## src/rtl/ifu_fetch.sv

```systemverilog
// Instruction fetch stage: PC register, req/ack imem port, valid/ready to decode.
// Redirects squash held or in-flight fetches.
module ifu_fetch #(
  parameter logic [31:0] RESET_PC = 32'h0000_3000
) (
  input  logic        clk,
  input  logic        rst,
  output logic        imem_req,
  output logic [31:0] imem_addr,
  input  logic        imem_ack,
  input  logic [31:0] imem_rdata,
  input  logic        redirect,
  input  logic [31:0] redirect_pc,
  output logic        inst_valid,
  input  logic        inst_ready,
  output logic [31:0] inst,
  output logic [31:0] inst_pc,
  output logic [31:0] inst_pc4,
  output logic [15:0] imm16,
  output logic [5:0]  opcode,
  output logic [15:0] inst_cnt
);

  typedef enum logic [1:0] {
    S_FETCH,
    S_DISCARD,
    S_HOLD
  } state_e;

  state_e      state_q, state_d;
  logic [31:0] pc_q, pc_d;
  logic [31:0] pend_q, pend_d;
  logic [31:0] inst_q, inst_d;
  logic [31:0] ipc_q, ipc_d;
  logic [15:0] cnt_q, cnt_d;
  logic [31:0] tgt;

  assign tgt = redirect_pc & 32'hFFFF_FFFC;

  always_ff @(posedge clk) begin
    if (rst) begin
      state_q <= S_FETCH;
      pc_q    <= RESET_PC;
      pend_q  <= '0;
      inst_q  <= '0;
      ipc_q   <= '0;
      cnt_q   <= '0;
    end else begin
      state_q <= state_d;
      pc_q    <= pc_d;
      pend_q  <= pend_d;
      inst_q  <= inst_d;
      ipc_q   <= ipc_d;
      cnt_q   <= cnt_d;
    end
  end

  always_comb begin
    state_d = state_q;
    pc_d    = pc_q;
    pend_d  = pend_q;
    inst_d  = inst_q;
    ipc_d   = ipc_q;
    cnt_d   = cnt_q;
    unique case (state_q)
      S_FETCH: begin
        if (imem_ack && !redirect) begin
          inst_d  = imem_rdata;
          ipc_d   = pc_q;
          state_d = S_HOLD;
        end else if (imem_ack && redirect) begin
          pc_d = tgt;
        end else if (redirect) begin
          // keep the open request on the old address; remember target
          pend_d  = tgt;
          state_d = S_DISCARD;
        end
      end
      S_DISCARD: begin
        if (redirect) pend_d = tgt;
        if (imem_ack) begin
          pc_d    = redirect ? tgt : pend_q;
          state_d = S_FETCH;
        end
      end
      S_HOLD: begin
        if (redirect) begin
          pc_d    = tgt;
          state_d = S_FETCH;
        end else if (inst_ready) begin
          pc_d    = pc_q + 32'd4;
          cnt_d   = cnt_q + 16'd1;
          state_d = S_FETCH;
        end
      end
      default: state_d = S_FETCH;
    endcase
  end

  assign imem_req   = (state_q != S_HOLD) && !rst;
  assign imem_addr  = pc_q;
  assign inst_valid = (state_q == S_HOLD);
  assign inst       = inst_q;
  assign inst_pc    = ipc_q;
  assign inst_pc4   = ipc_q + 32'd4;
  assign imm16      = inst_q[15:0];
  assign opcode     = inst_q[31:26];
  assign inst_cnt   = cnt_q;

endmodule

```

## config.mk

```make
export PLATFORM = sky130hd
export DESIGN_NAME = ifu_fetch
export DESIGN_NICKNAME = d
export VERILOG_FILES = /design/src/rtl/ifu_fetch.sv
export SDC_FILE = /design/constraint.sdc
export NUM_CORES = 1
export LEC_CHECK = 0
export BUFFER_PORTS_ARGS = -buffer_cell sky130_fd_sc_hd__buf_2
export CORE_UTILIZATION = 35
export CTS_CLUSTER_DIAMETER = 150
export CTS_CLUSTER_SIZE = 28
export DETAILED_ROUTE_END_ITERATION = 6
export PLACE_DENSITY = 0.61
export SLEW_MARGIN = 0
export SYNTH_ARGS = -nofsm -noshare
export SYNTH_HDL_FRONTEND = slang
export SYNTH_SLANG_ARGS = --single-unit
```

## constraint.sdc

```tcl
create_clock -name clk -period 4.9 [get_ports clk]
set_input_delay 0.245 -clock clk [delete_from_list [all_inputs] [get_ports clk]]
set_output_delay 0.245 -clock clk [all_outputs]
set_load 0.005 [all_outputs]
```

After elaboration in Yosys (flattened, before gate mapping)

Index checks and enable logic that the tools add are counted.

Register bits: 146
Input bits: 69
Logic and storage cells: 50

Add/subtract/negate cells: 3
Eq/ne operators: 10
Muxes and demuxes: 17
Bitwise gates (word level): 1
Reduce and logical (&&, ||, !) cells: 13

Operators with widths:

| kind                                                | count |
|---|---|
| two-way mux 32 bit                                  | 8 |
| one-hot mux 32 bit (3 select lines)                 | 1 |
| adder 32 x 3 -> 32 bit, second input constant       | 2 |
| one-hot mux 32 bit (2 select lines)                 | 1 |
| adder 16 x 1 -> 16 bit, second input constant       | 1 |
| two-way mux 2 bit                                   | 6 |
| != test 2 bit, second input constant                | 5 |
| != test 3 bit, second input constant                | 2 |
| one-hot mux 2 bit (3 select lines)                  | 1 |
| AND reduction 3 bit                                 | 2 |
| AND reduction 5 bit                                 | 1 |
| AND reduction 4 bit                                 | 1 |
| logical AND 1 bit                                   | 3 |
| != test 3 x 2 -> 1 bit, second input constant       | 1 |
| nonzero test 3 bit                                  | 1 |
| equality test 2 x 1 -> 1 bit, second input constant | 1 |
| equality test 2 bit, second input constant          | 1 |
| zero test 1 bit                                     | 2 |
| zero test 2 bit                                     | 1 |
| AND reduction 2 bit                                 | 1 |
| nonzero test 2 bit                                  | 1 |
| NOT 1 bit                                           | 1 |

Depth between registers and ports, before layout

Gate-level depths: netlist (run 1).

Depth after elaboration: 4
Depth in mapped cells: 10
Mapped depth without buffers: 7

Worst setup path after synthesis (run 1)

Ideal clock, no wire load.

Kind: register -> register
Start: register state_q[1]
End: register pc_q[31] (netlist: imem_addr[31])
Library setup time: 0.074 ns
Arrival: 2.170 ns
Setup slack: 2.656 ns
Stages on the path, launching flop included: 9
Buffers on the path: 1
Path through: dfxtp_1 -> inv_1 -> ha_1 -> buf_2 -> nor2b_4 -> a2111o_1 -> or4_1 -> mux2_2 -> a31oi_1

Longest elaborated chain between the ends: 3
Elaborated cells between the ends (all ways): 10
Those cells by class: eq/ne (6); mux (1); reduce/logical (3)

RTL lines:

| item                                                           | RTL line | source |
|---|---|---|
| from (decl)                                                    | 30       | `state_e state_q, state_d;` |
| from (signal assigned)                                         | 49       | `state_q <= state_d;` |
| equality test 2 bit, or another cell as far along              | 65       | `unique case (state_q)` |
| != test 3 x 2 -> 1 bit (no line), or another cell as far along | -        |  |
| AND reduction 5 bit (no line)                                  | -        |  |
| to (signal assigned)                                           | 50       | `pc_q <= pc_d;` |
| to (decl)                                                      | 31       | `logic [31:0] pc_q, pc_d;` |

Parallel ways exist; a longest one is shown, timed or not.
A chain may end at the register's enable or synchronous reset.

Worst setup path after layout (run 1)

Start: register state_q[0]
End: register pc_q[19] (netlist: imem_addr[19])

Same word-level chain as after synthesis.

==> flow_summary.json, run 1 <==
{
  "dp_hpwl_um": 14740,
  "clkLatencyLatePin_ns": 0.42,
  "start_util": 0.3618,
  "synthArstFlopShare": 0,
  "cpLargestDelayFamily": "simple AND/OR/NAND/NOR gates",
  "setup_slack_ns": 1.915,
  "synth_ff_type": "dfxtp_1",
  "synth_area_leaders": "dfxtp_1, nand2_1, a21oi_1",
  "setup_viol": 0,
  "cp_num_buf_inv": 1,
  "multi_input_area_um2": 3757,
  "ys_ff_latch": 146,
  "cts_tree": "done",
  "chipWidth_um": 144.8,
  "route.detailed.drc": 0,
  "dr.pass1.iters": 6,
  "h-tree-depth": 4,
  "period_share": 0.6092,
  "viasPerCell": 5.128,
  "pre_cts_slack_ns": 2.006,
  "cts_buffers": 17,
  "grt_overflow": 0,
  "synthAdderAreaFrac": 0.01228,
  "wirelength_um": 21320,
  "synth_mux_area_frac": 0.009996,
  "cts-root-buf": "clkbuf_16",
  "grt_max_degree": 71,
  "syn_area_per_cell_um2": 7.721,
  "slew_headroom": 0.1888,
  "cts_setup_buffers": 0,
  "cp-end-kind": "flop",
  "synth_edf_count": 0,
  "globalRouteMet2Util": 0.3130,
  "worst_pin_slew_ns": 1.217,
  "worstPathRequired_ns": 5.23,
  "postCtsHoldBufs": 0,
  "crit_path_top_delay_cell": "and2_1",
  "hold_path_class": "primary input to flop",
  "worstPathArrival_ns": 3.31,
  "gr-max-usage-layer": "met2",
  "cts_max_path_buffers": 2,
  "final_nets": 1174,
  "finalWeightedCongestion": 0.8391,
  "nFillCells": 2023,
  "rows": 51,
  "rsz0062_at_grt": "false",
  "tns_ns": 0,
  "core_area_um2": 19720,
  "synth_fp_nets": 1000,
  "crit_fanout": 29,
  "fin_crit_ns": 2.985,
  "clock_skew_ns": 0.007130,
  "cp-start-kind": "flop",
  "grt_pass1_vias": 6100,
  "hold_viol": 0,
  "synth_xor_area_frac": 0.06015,
  "peakVddDrop_v": 0.0002408,
  "max_freq_mhz": 335.0,
  "final_antenna_net_count": 0,
  "die_h_um": 144.8,
  "grtUsageMet1": 0.2701,
  "netlist.area_leader.share": 0.4097,
  "critPathKind": "flop to flop",
  "synth_compound_area_frac": 0.1985,
  "ys_warn_count": 0,
  "grt_first_pass_wirelength_um": 32510,
  "status": "finished clean",
  "synth_seq_area_share": 0.4097,
  "synth_top_family_by_area": "simple AND/OR/NAND/NOR gates",
  "antenna_found_initial": 4,
  "io_buffers": 234,
  "yosys.area.top_type": "dfxtp_1",
  "slew_violations": 0,
  "drive_gt1_frac": 0.2511,
  "ctsResizeCount": 0,
  "grt_util_met3": 0.05199,
  "clock_sinks": 146,
  "cpPeakStageDelay_ns": 1.00,
  "power.leakage_uw": 0.003826,
  "syn2layout_area_growth_pct": 24.96,
  "synth_area_um2": 7134,
  "p_per_area_nw_per_um2": 354.5,
  "synth_cells": 924,
  "ioPinCount": 237,
  "synth_simple_gate_area_frac": 0.2431,
  "vias": 7061,
  "wl_per_cell_um": 15.48,
  "die_area_um2": 20960,
  "cts.clk_slew.worst_paths_ns": 0.06,
  "grt_use_total": 0.2003,
  "maxCapViolCount": 0,
  "seq_area_um2": 2923,
  "drt_iter0_markers": 478,
  "ys_types": 60,
  "cp_cell_sequence": "inv_1, ha_1, nor2b_1, and2_1, a22oi_1, o41a_1, o221ai_1"
}
through the flow:
step	cell area [µm²]	total power (µW)	hold slack, ns	util	instances
6_report	8915	3161	0.06296	0.4521	1377
5_1_grt	8912	3301	0.05212	0.4520	1376
4_1_cts	8912	3188	0.04762	0.4520	1376
3_5_place_dp	8283	1805	0.4441	0.4201	1344
3_3_place_gp	8283	1799	0.4389	0.4201	1344
2_1_floorplan	7134	1616	0.3810	-	924
kinds of logic after synthesis:
family | Yosys count
AO/OA/AOI/OAI | 226
multiplexers | 7
XOR/XNOR | 49
adder cells (fa/ha/maj) | 7
flip-flops | 146
AND/OR/NAND/NOR | 389
buffers and inverters | 100
worst min-delay path, cell delays in order:
cell	delay (ns)
buf_2	0.10
nand2_1	0.04
a21oi_1	0.05
cells in the final DEF (no fill, tap or decap), types with 7 or more instances in the layout:
cell type / instances
xnor2_1: 26
a32o_1: 7
clkbuf_16: 17
a221oi_1: 9
buf_2: 233
nand2_1: 233
xor2_1: 23
dfxtp_1: 146
ha_1: 7
inv_1: 16
nand3_1: 24
and3_1: 16
a21oi_1: 110
nor2_1: 46
nand4_1: 19
nor3_1: 16
o21ai_0: 34
a22oi_1: 14
power by group:
part	switching [µW]	total (µW)	internal, µW
logic	253	425	172
clock network	490	1380	889
registers	98.4	1360	1260
per-layer routing:
metal	vias to the layer above	routed length [µm]	share of wire
met5	-	41	0.0019
met4	6	253	0.012
met3	24	1398	0.066
met2	235	9867	0.46
met1	3238	9755	0.46
li1	3558	-	-
flip-flops by register name (all words and copies together) (netlist names):
name and flops:
imem_addr 32, inst 32, inst_pc 32, pend_q 32
inst_cnt 16, state_q 2
final cells by class:
| cell class | instances | share of cell area |
|---|---|---|
| Clock inverter | 10 | 0.01740 |
| Multi-Input combinational cell | 678 | 0.4215 |
| Inverter | 16 | 0.006737 |
| Antenna cell | 1 | 0.0002807 |
| Tap cell | 265 | 0.03719 |
| Timing Repair Buffer | 239 | 0.1359 |
| Clock buffer | 22 | 0.05319 |
| Sequential cell | 146 | 0.3279 |
Yosys cell counts, types with 5 or more instances:
cell      count
nand2_1     233
xor2_1       23
xnor2_1      26
a22oi_1      14
and4_1        5
a222oi_1      5
nand4_1      19
buf_4        25
inv_1        16
ha_1          7
dfxtp_1     146
nor2_1       46
mux2i_1       6
a221oi_1      9
nor3_1       16
clkbuf_1     55
o21ai_0      34
a32o_1        7
and3_1       17
nand3_1      25
a21oi_1     110
final timing paths:
kind	from	endpoint	slack [ns]	cells past startpoint
hold / removal	imem_rdata[30]	inst[30]	0.06	3
setup reg to reg	state_q[0]	imem_addr[19]	1.91	7
setup / recovery	state_q[0]	imem_addr[19]	1.91	7
hold reg to reg	inst[23]	inst[23]	0.45	2
Note: power is estimated with default switching activity, not from simulation.
==> inputs of run 2 (changes only) <==
--- a/config.mk
+++ b/config.mk
@@ -5,12 +5,13 @@
 export SDC_FILE = /design/constraint.sdc
 export NUM_CORES = 1
 export LEC_CHECK = 0
+export ABC_AREA = 1
 export BUFFER_PORTS_ARGS = -buffer_cell sky130_fd_sc_hd__buf_2
 export CORE_UTILIZATION = 35
 export CTS_CLUSTER_DIAMETER = 150
 export CTS_CLUSTER_SIZE = 28
 export DETAILED_ROUTE_END_ITERATION = 6
-export PLACE_DENSITY = 0.61
+export PLACE_DENSITY = 0.6
 export SLEW_MARGIN = 0
 export SYNTH_ARGS = -nofsm -noshare
 export SYNTH_HDL_FRONTEND = slang
==> constraint.sdc (replaced) <==
create_clock -name clk -period 2.85 [get_ports clk]
set_input_delay 0.1425 -clock clk [delete_from_list [all_inputs] [get_ports clk]]
set_output_delay 0.1425 -clock clk [all_outputs]
set_load 0.005 [all_outputs]
==> flow_summary.json, run 2 <==
{
  "status": "finished, violations left",
  "violations": "design-rule violations",
  "synth_commonest_cells": "nand2_1, o21ai_0, dfxtp_1, a21oi_1, inv_1",
  "die_area_um2": 23340,
  "grt_use_total": 0.2083,
  "synth_area_leaders": "dfxtp_1, nand2_1, o21ai_0",
  "core_area_um2": 22030,
  "fin_crit_ns": 2.414,
  "layout_common_cells": "nand2_1, buf_2, o21ai_0",
  "cp-start-kind": "flop",
  "final_nets": 1448,
  "fin_util": 0.4563,
  "synth_edf_count": 0,
  "critPathKind": "flop to output pin",
  "ctsResizeCount": 0,
  "cts.clk_slew.worst_paths_ns": 0.06,
  "tns_ns": 0,
  "grt_max_degree": 130,
  "dp_hpwl_um": 16700,
  "clock_skew_ns": 0.008807,
  "cp-end-kind": "output pin",
  "route.detailed.drc": 16,
  "cpPeakStageDelay_ns": 0.39,
  "cp_num_buf_inv": 1,
  "h-tree-depth": 4,
  "drive_gt1_frac": 0.2267,
  "grt_overflow": 0,
  "design_area_um2": 10050,
  "dr.pass1.iters": 7,
  "wirelength_um": 24290,
  "ys_ff_latch": 146,
  "synth_cells": 1168,
  "dp.cells": 1613,
  "grt_pass1_vias": 7604,
  "yosys.area.top_type": "dfxtp_1",
  "wl_per_cell_um": 14.59,
  "netlist.area_leader.share": 0.3674,
  "critical_path.most_common_cell": "nand2_1",
  "viasPerCell": 4.994,
  "final_cells": 1665,
  "ys_warn_count": 0,
  "worstPathArrival_ns": 2.27,
  "syn_area_per_cell_um2": 6.811,
  "rsz0062_at_grt": "false",
  "cts-root-buf": "clkbuf_16",
  "r2r_cells": 10,
  "clock_sinks": 146,
  "crit_path_top_delay_cell": "dfxtp_1",
  "worstReg2RegEnd": "imem_addr[11]",
  "setup_viol": 0,
  "worstPathRequired_ns": 2.71,
  "start_util": 0.3612,
  "chipWidth_um": 152.8,
  "cpLargestDelayFamily": "simple AND/OR/NAND/NOR gates",
  "syn2layout_area_growth_pct": 26.33,
  "ys_types": 40,
  "hold_start": "redirect_pc[2]",
  "slew_violations": 0,
  "max_freq_mhz": 414.2,
  "cts_tree": "done",
  "cts_max_path_buffers": 2,
  "reg2reg_slack_ns": 0.74,
  "placed_area_um2": 9191,
  "grt_first_pass_wirelength_um": 39210,
  "crit_fanout": 5,
  "synth_area_um2": 7955,
  "total_power_uw": 7869,
  "rr_startpoint": "state_q[0]",
  "clkLatencyLatePin_ns": 0.42,
  "die_h_um": 152.8,
  "synth_fp_nets": 1244,
  "rows": 54,
  "finalWeightedCongestion": 0.8503,
  "peakVddDrop_v": 0.0003532,
  "hold_path_class": "primary input to flop",
  "p_per_area_nw_per_um2": 783.0,
  "io_buffers": 234,
  "worst_pin_slew_ns": 0.7086,
  "drt_iter0_markers": 530,
  "ioPinCount": 237,
  "diodes": 0,
  "synthArstFlopShare": 0,
  "synth_seq_area_share": 0.3674,
  "hold_path_depth": 3,
  "power.leakage_uw": 0.004519,
  "synth_ff_type": "dfxtp_1",
  "vias": 8315,
  "mostFrequentLayoutCell": "nand2_1",
  "nFillCells": 2292,
  "antenna_found_initial": 0,
  "final_antenna_net_count": 0,
  "maxCapViolCount": 0,
  "cts_buffers": 17,
  "yosysMostFrequentCell": "nand2_1",
  "period_share": 0.8472,
  "cp_cell_sequence": "ha_1, nand2_1, nor2_1, nand3_2, nor2_4, nand2_2, nor2_2, nand2_1, xor2_1, buf_2",
  "hold_end": "pend_q[2]",
  "hold_viol": 0,
  "slew_headroom": 0.5276
}
## run 2: cell types whose count changed in the layout (fill, tap and decap cells not counted), moves of 12 or more
cell	delta
inv_1	+110
a31oi_1	+23
dlygate4sd3_1	+20
nand2_1	+12
and3_1	-15
a22oi_1	-12
o21ai_0	+115
a21oi_1	+30
xnor2_1	-24
nor2_1	+31
nor2_4	+12
a211oi_1	+15
nand4_1	-12
## run 2: through the flow
stage                     worst slack, ns  hold slack, ns
after floorplan                     1.109          0.3184
after CTS                          0.4164     0.000008382
after global placement             0.7891          0.4197
after detailed placement           0.7465          0.4258
after global routing               0.2387       0.0005136
final                              0.4356         0.01154
## run 2: report_power, final
group          switching (µW)  internal (µW)  leakage [µW]  total [µW]
registers                 541           2480       0.00120        3020
clock network             891           1610      0.000322        2500
logic                    1420            933       0.00300        2350
total                    2850           5020       0.00452        7870
## run 2: layer usage
metal | GRT usage | wire, µm | vias up
met3 | 0.04323 | 1240 | 29
met4 | 0.06349 | 419 | 0
met2 | 0.3464 | 11430 | 233
met5 | 0 | 0 | -
met1 | 0.2698 | 11200 | 3822
li1 | - | - | 4231
## run 2: kinds of logic after synthesis
logic type / count (synthesis) / share of synthesized area
compound gates: 354 / 0.2397
fa+ha+maj: 7 / 0.01101
simple gates: 414 / 0.2301
buf+inv: 213 / 0.1143
xor+xnor: 34 / 0.03743
flops: 146 / 0.3674
## run 2: final cells by class
| cell class | count | area, µm² | share of cell area |
|---|---|---|---|
| Multi-Input combinational cell | 809 | 4135 | 0.4115 |
| Sequential cell | 146 | 2923 | 0.2908 |
| Timing Repair Buffer | 266 | 1486 | 0.1479 |
| Clock buffer | 24 | 511.7 | 0.05092 |
| Inverter | 132 | 496.7 | 0.04943 |
| Tap cell | 280 | 350.3 | 0.03486 |
| Clock inverter | 8 | 146.4 | 0.01457 |
## run 2: worst max path at each step
stage / start / endpoint / slack, ns / depth (start not counted)
after CTS: inst_pc[3] / inst_pc4[28] / 0.42 / 10
after global placement: state_q[0] / pend_q[2] / 0.79 / 9
after detailed placement: state_q[0] / pend_q[2] / 0.75 / 10
final: inst_pc[3] / inst_pc4[28] / 0.44 / 10
after floorplan: state_q[0] / imem_addr[21] / 1.11 / 9
after global routing: inst_pc[3] / inst_pc4[28] / 0.24 / 10
## run 2: tightest hold or removal path, stage by stage
cell and delay, ns:
buf_2 0.11, nor2_1 0.09, a211oi_1 0.04
## run 2: timing repair
action / CTS / global route
setup endpoints to repair: 0 / 0
buffers inserted: 0 / 0
endpoints found under the hold margin: 20 / 0
hold buffers: 20 / 0
==> inputs of run 3 (changes only) <==
--- a/config.mk
+++ b/config.mk
@@ -5,13 +5,13 @@
 export SDC_FILE = /design/constraint.sdc
 export NUM_CORES = 1
 export LEC_CHECK = 0
-export ABC_AREA = 1
+export ABC_AREA = 0
 export BUFFER_PORTS_ARGS = -buffer_cell sky130_fd_sc_hd__buf_2
 export CORE_UTILIZATION = 35
 export CTS_CLUSTER_DIAMETER = 150
 export CTS_CLUSTER_SIZE = 28
 export DETAILED_ROUTE_END_ITERATION = 6
-export PLACE_DENSITY = 0.6
+export PLACE_DENSITY = 0.61
 export SLEW_MARGIN = 0
 export SYNTH_ARGS = -nofsm -noshare
 export SYNTH_HDL_FRONTEND = slang
==> constraint.sdc (replaced) <==
create_clock -name clk -period 2.4 [get_ports clk]
set_input_delay 0.12 -clock clk [delete_from_list [all_inputs] [get_ports clk]]
set_output_delay 0.12 -clock clk [all_outputs]
set_load 0.005 [all_outputs]
==> flow_summary.json, run 3 (synthesized netlist as in run 1, its figures left out) <==
{
  "status": "finished clean",
  "antenna_found_initial": 2,
  "final_nets": 1278,
  "cp-end-kind": "flop",
  "chipWidth_um": 144.8,
  "worstPathRequired_ns": 2.72,
  "final_antenna_net_count": 0,
  "vias": 7541,
  "clock_sinks": 146,
  "intPower_uw": 5053,
  "dr.pass1.iters": 7,
  "finalWeightedCongestion": 0.8546,
  "setup_viol": 0,
  "grt_max_degree": 131,
  "wirelength_um": 22490,
  "die_area_um2": 20960,
  "fin_crit_ns": 2.295,
  "slew_violations": 0,
  "critPathKind": "flop to flop",
  "h-tree-depth": 4,
  "grt_use_total": 0.2146,
  "power.leakage_uw": 0.004342,
  "wl_per_cell_um": 15.18,
  "start_util": 0.3618,
  "power_frac_clock": 0.443,
  "grt_first_pass_wirelength_um": 35080,
  "crit_path_top_delay_cell": "a2111o_1",
  "combinationalPowerShare": 0.160,
  "viasPerCell": 5.088,
  "pre_cts_slack_ns": 0.07715,
  "layout_common_cells": "nand2_1, buf_2, dfxtp_1",
  "clock_skew_ns": 0.008055,
  "ioPinCount": 237,
  "cp_cell_sequence": "inv_1, ha_1, nor3b_1, a2111o_1, buf_4, a221oi_1, o41ai_1, a32o_1",
  "clkLatencyLatePin_ns": 0.42,
  "period_share": 0.9563,
  "drive_gt1_frac": 0.2774,
  "cpPeakStageDelay_ns": 0.40,
  "maxCapViolCount": 0,
  "cts.clk_slew.worst_paths_ns": 0.06,
  "cts_tree": "done",
  "cts_max_path_buffers": 2,
  "die_h_um": 144.8,
  "grt_pass1_vias": 6711,
  "nFillCells": 1903,
  "cp-start-kind": "flop",
  "cts_buffers": 17,
  "worst_pin_slew_ns": 0.6204,
  "p_seq_frac": 0.397,
  "slew_headroom": 0.5864,
  "cts-root-buf": "clkbuf_16",
  "syn2layout_area_growth_pct": 40.48,
  "dp_hpwl_um": 15430,
  "rows": 51,
  "peakVddDrop_v": 0.0005161,
  "hold_viol": 0,
  "hold_ws_ns": 0.1268,
  "hold_path_class": "primary input to flop",
  "cpLargestDelayFamily": "compound AO/OA/AOI/OAI gates",
  "io_buffers": 234,
  "worstPathArrival_ns": 2.61,
  "setup_slack_ns": 0.1050,
  "cp_num_buf_inv": 2,
  "p_sw_frac": 0.2642,
  "p_switching_uw": 1814,
  "route.detailed.drc": 0,
  "grt_overflow": 0,
  "core_area_um2": 19720,
  "p_per_area_nw_per_um2": 685.2,
  "max_freq_mhz": 435.7,
  "drt_iter0_markers": 520,
  "crit_fanout": 22
}
[run 3: cell count changes in the layout (fill, tap and decap cells not counted), moves of 23 or more]
| cell | before | now |
|---|---|---|
| a31oi_1 | 26 | 3 |
| a21oi_1 | 140 | 110 |
| nor2_1 | 77 | 46 |
| buf_4 | 10 | 43 |
| xnor2_1 | 2 | 26 |
| dlygate4sd3_1 | 20 | 62 |
| inv_1 | 126 | 16 |
| o21ai_0 | 149 | 34 |
[run 3: final cells by class]
type	instances	area [µm²]	share of cell area
clock inverters	12	229.0	0.02285
flip-flops and latches	146	2934	0.2928
inverters	16	60.06	0.005993
well taps	265	331.6	0.03308
repair buffers	343	2210	0.2205
diodes	2	5.005	0.0004994
clock buffers	20	446.7	0.04457
multi-input cells	678	3806	0.3798
[run 3: metal layers]
layer | wire length (µm) | track usage | share of wire | vias to the layer above
li1 | - | - | - | 3764
met1 | 10130 | 0.2859 | 0.45 | 3482
met2 | 10510 | 0.3373 | 0.47 | 260
met3 | 1363 | 0.05199 | 0.061 | 35
met4 | 490 | 0.07313 | 0.022 | 0
met5 | 0 | 0 | 0 | -
[run 3: worst reg2reg max path: stages (launching register included)]
cell and delay [ns]:
dfxtp_2 0.36, inv_1 0.07, ha_1 0.24, nor3b_1 0.20, a2111o_1 0.40, buf_4 0.23
a221oi_1 0.33, o41ai_1 0.14, a32o_1 0.23
[run 3: stage by stage]
step	TNS (ns)	cells	total power [µW]	util	area, µm²
after detailed placement	0	1383	3785	0.4381	8638
after floorplan	0	924	3300	-	7134
after global routing	-0.001252	1482	7200	0.5083	10020
final	0	1482	6867	0.5083	10020
after global placement	0	1383	3773	0.4381	8638
after CTS	0	1479	6920	0.5051	9960
[run 3: repair_timing]
action,in CTS,in global routing
hold buffers,62,0
endpoints found under the hold margin,62,0
endpoints found under the setup margin,9,18
setup buffers,2,1
pin swaps,1,3
gates resized for setup,2,16
[run 3: power groups by stage]
| stage | sequential [µW] | combinational (µW) | clock [µW] |
|---|---|---|---|
| CTS | 2720 | 1100 | 3100 |
| global placement | 2770 | 1000 | 0 |
| finish | 2730 | 1100 | 3040 |
| floorplan | 2760 | 536 | 0 |
| detailed placement | 2770 | 1010 | 0 |
| global route | 2750 | 1220 | 3230 |
[run 3: worst paths after layout]
path / from / endpoint / slack, ns / cells past startpoint
setup / recovery: state_q[0] / imem_addr[24] / 0.10 / 8
hold / removal: inst_ready / inst_cnt[2] / 0.13 / 4
setup reg to reg: state_q[0] / imem_addr[24] / 0.10 / 8
hold reg to reg: inst[23] / inst[23] / 0.45 / 2
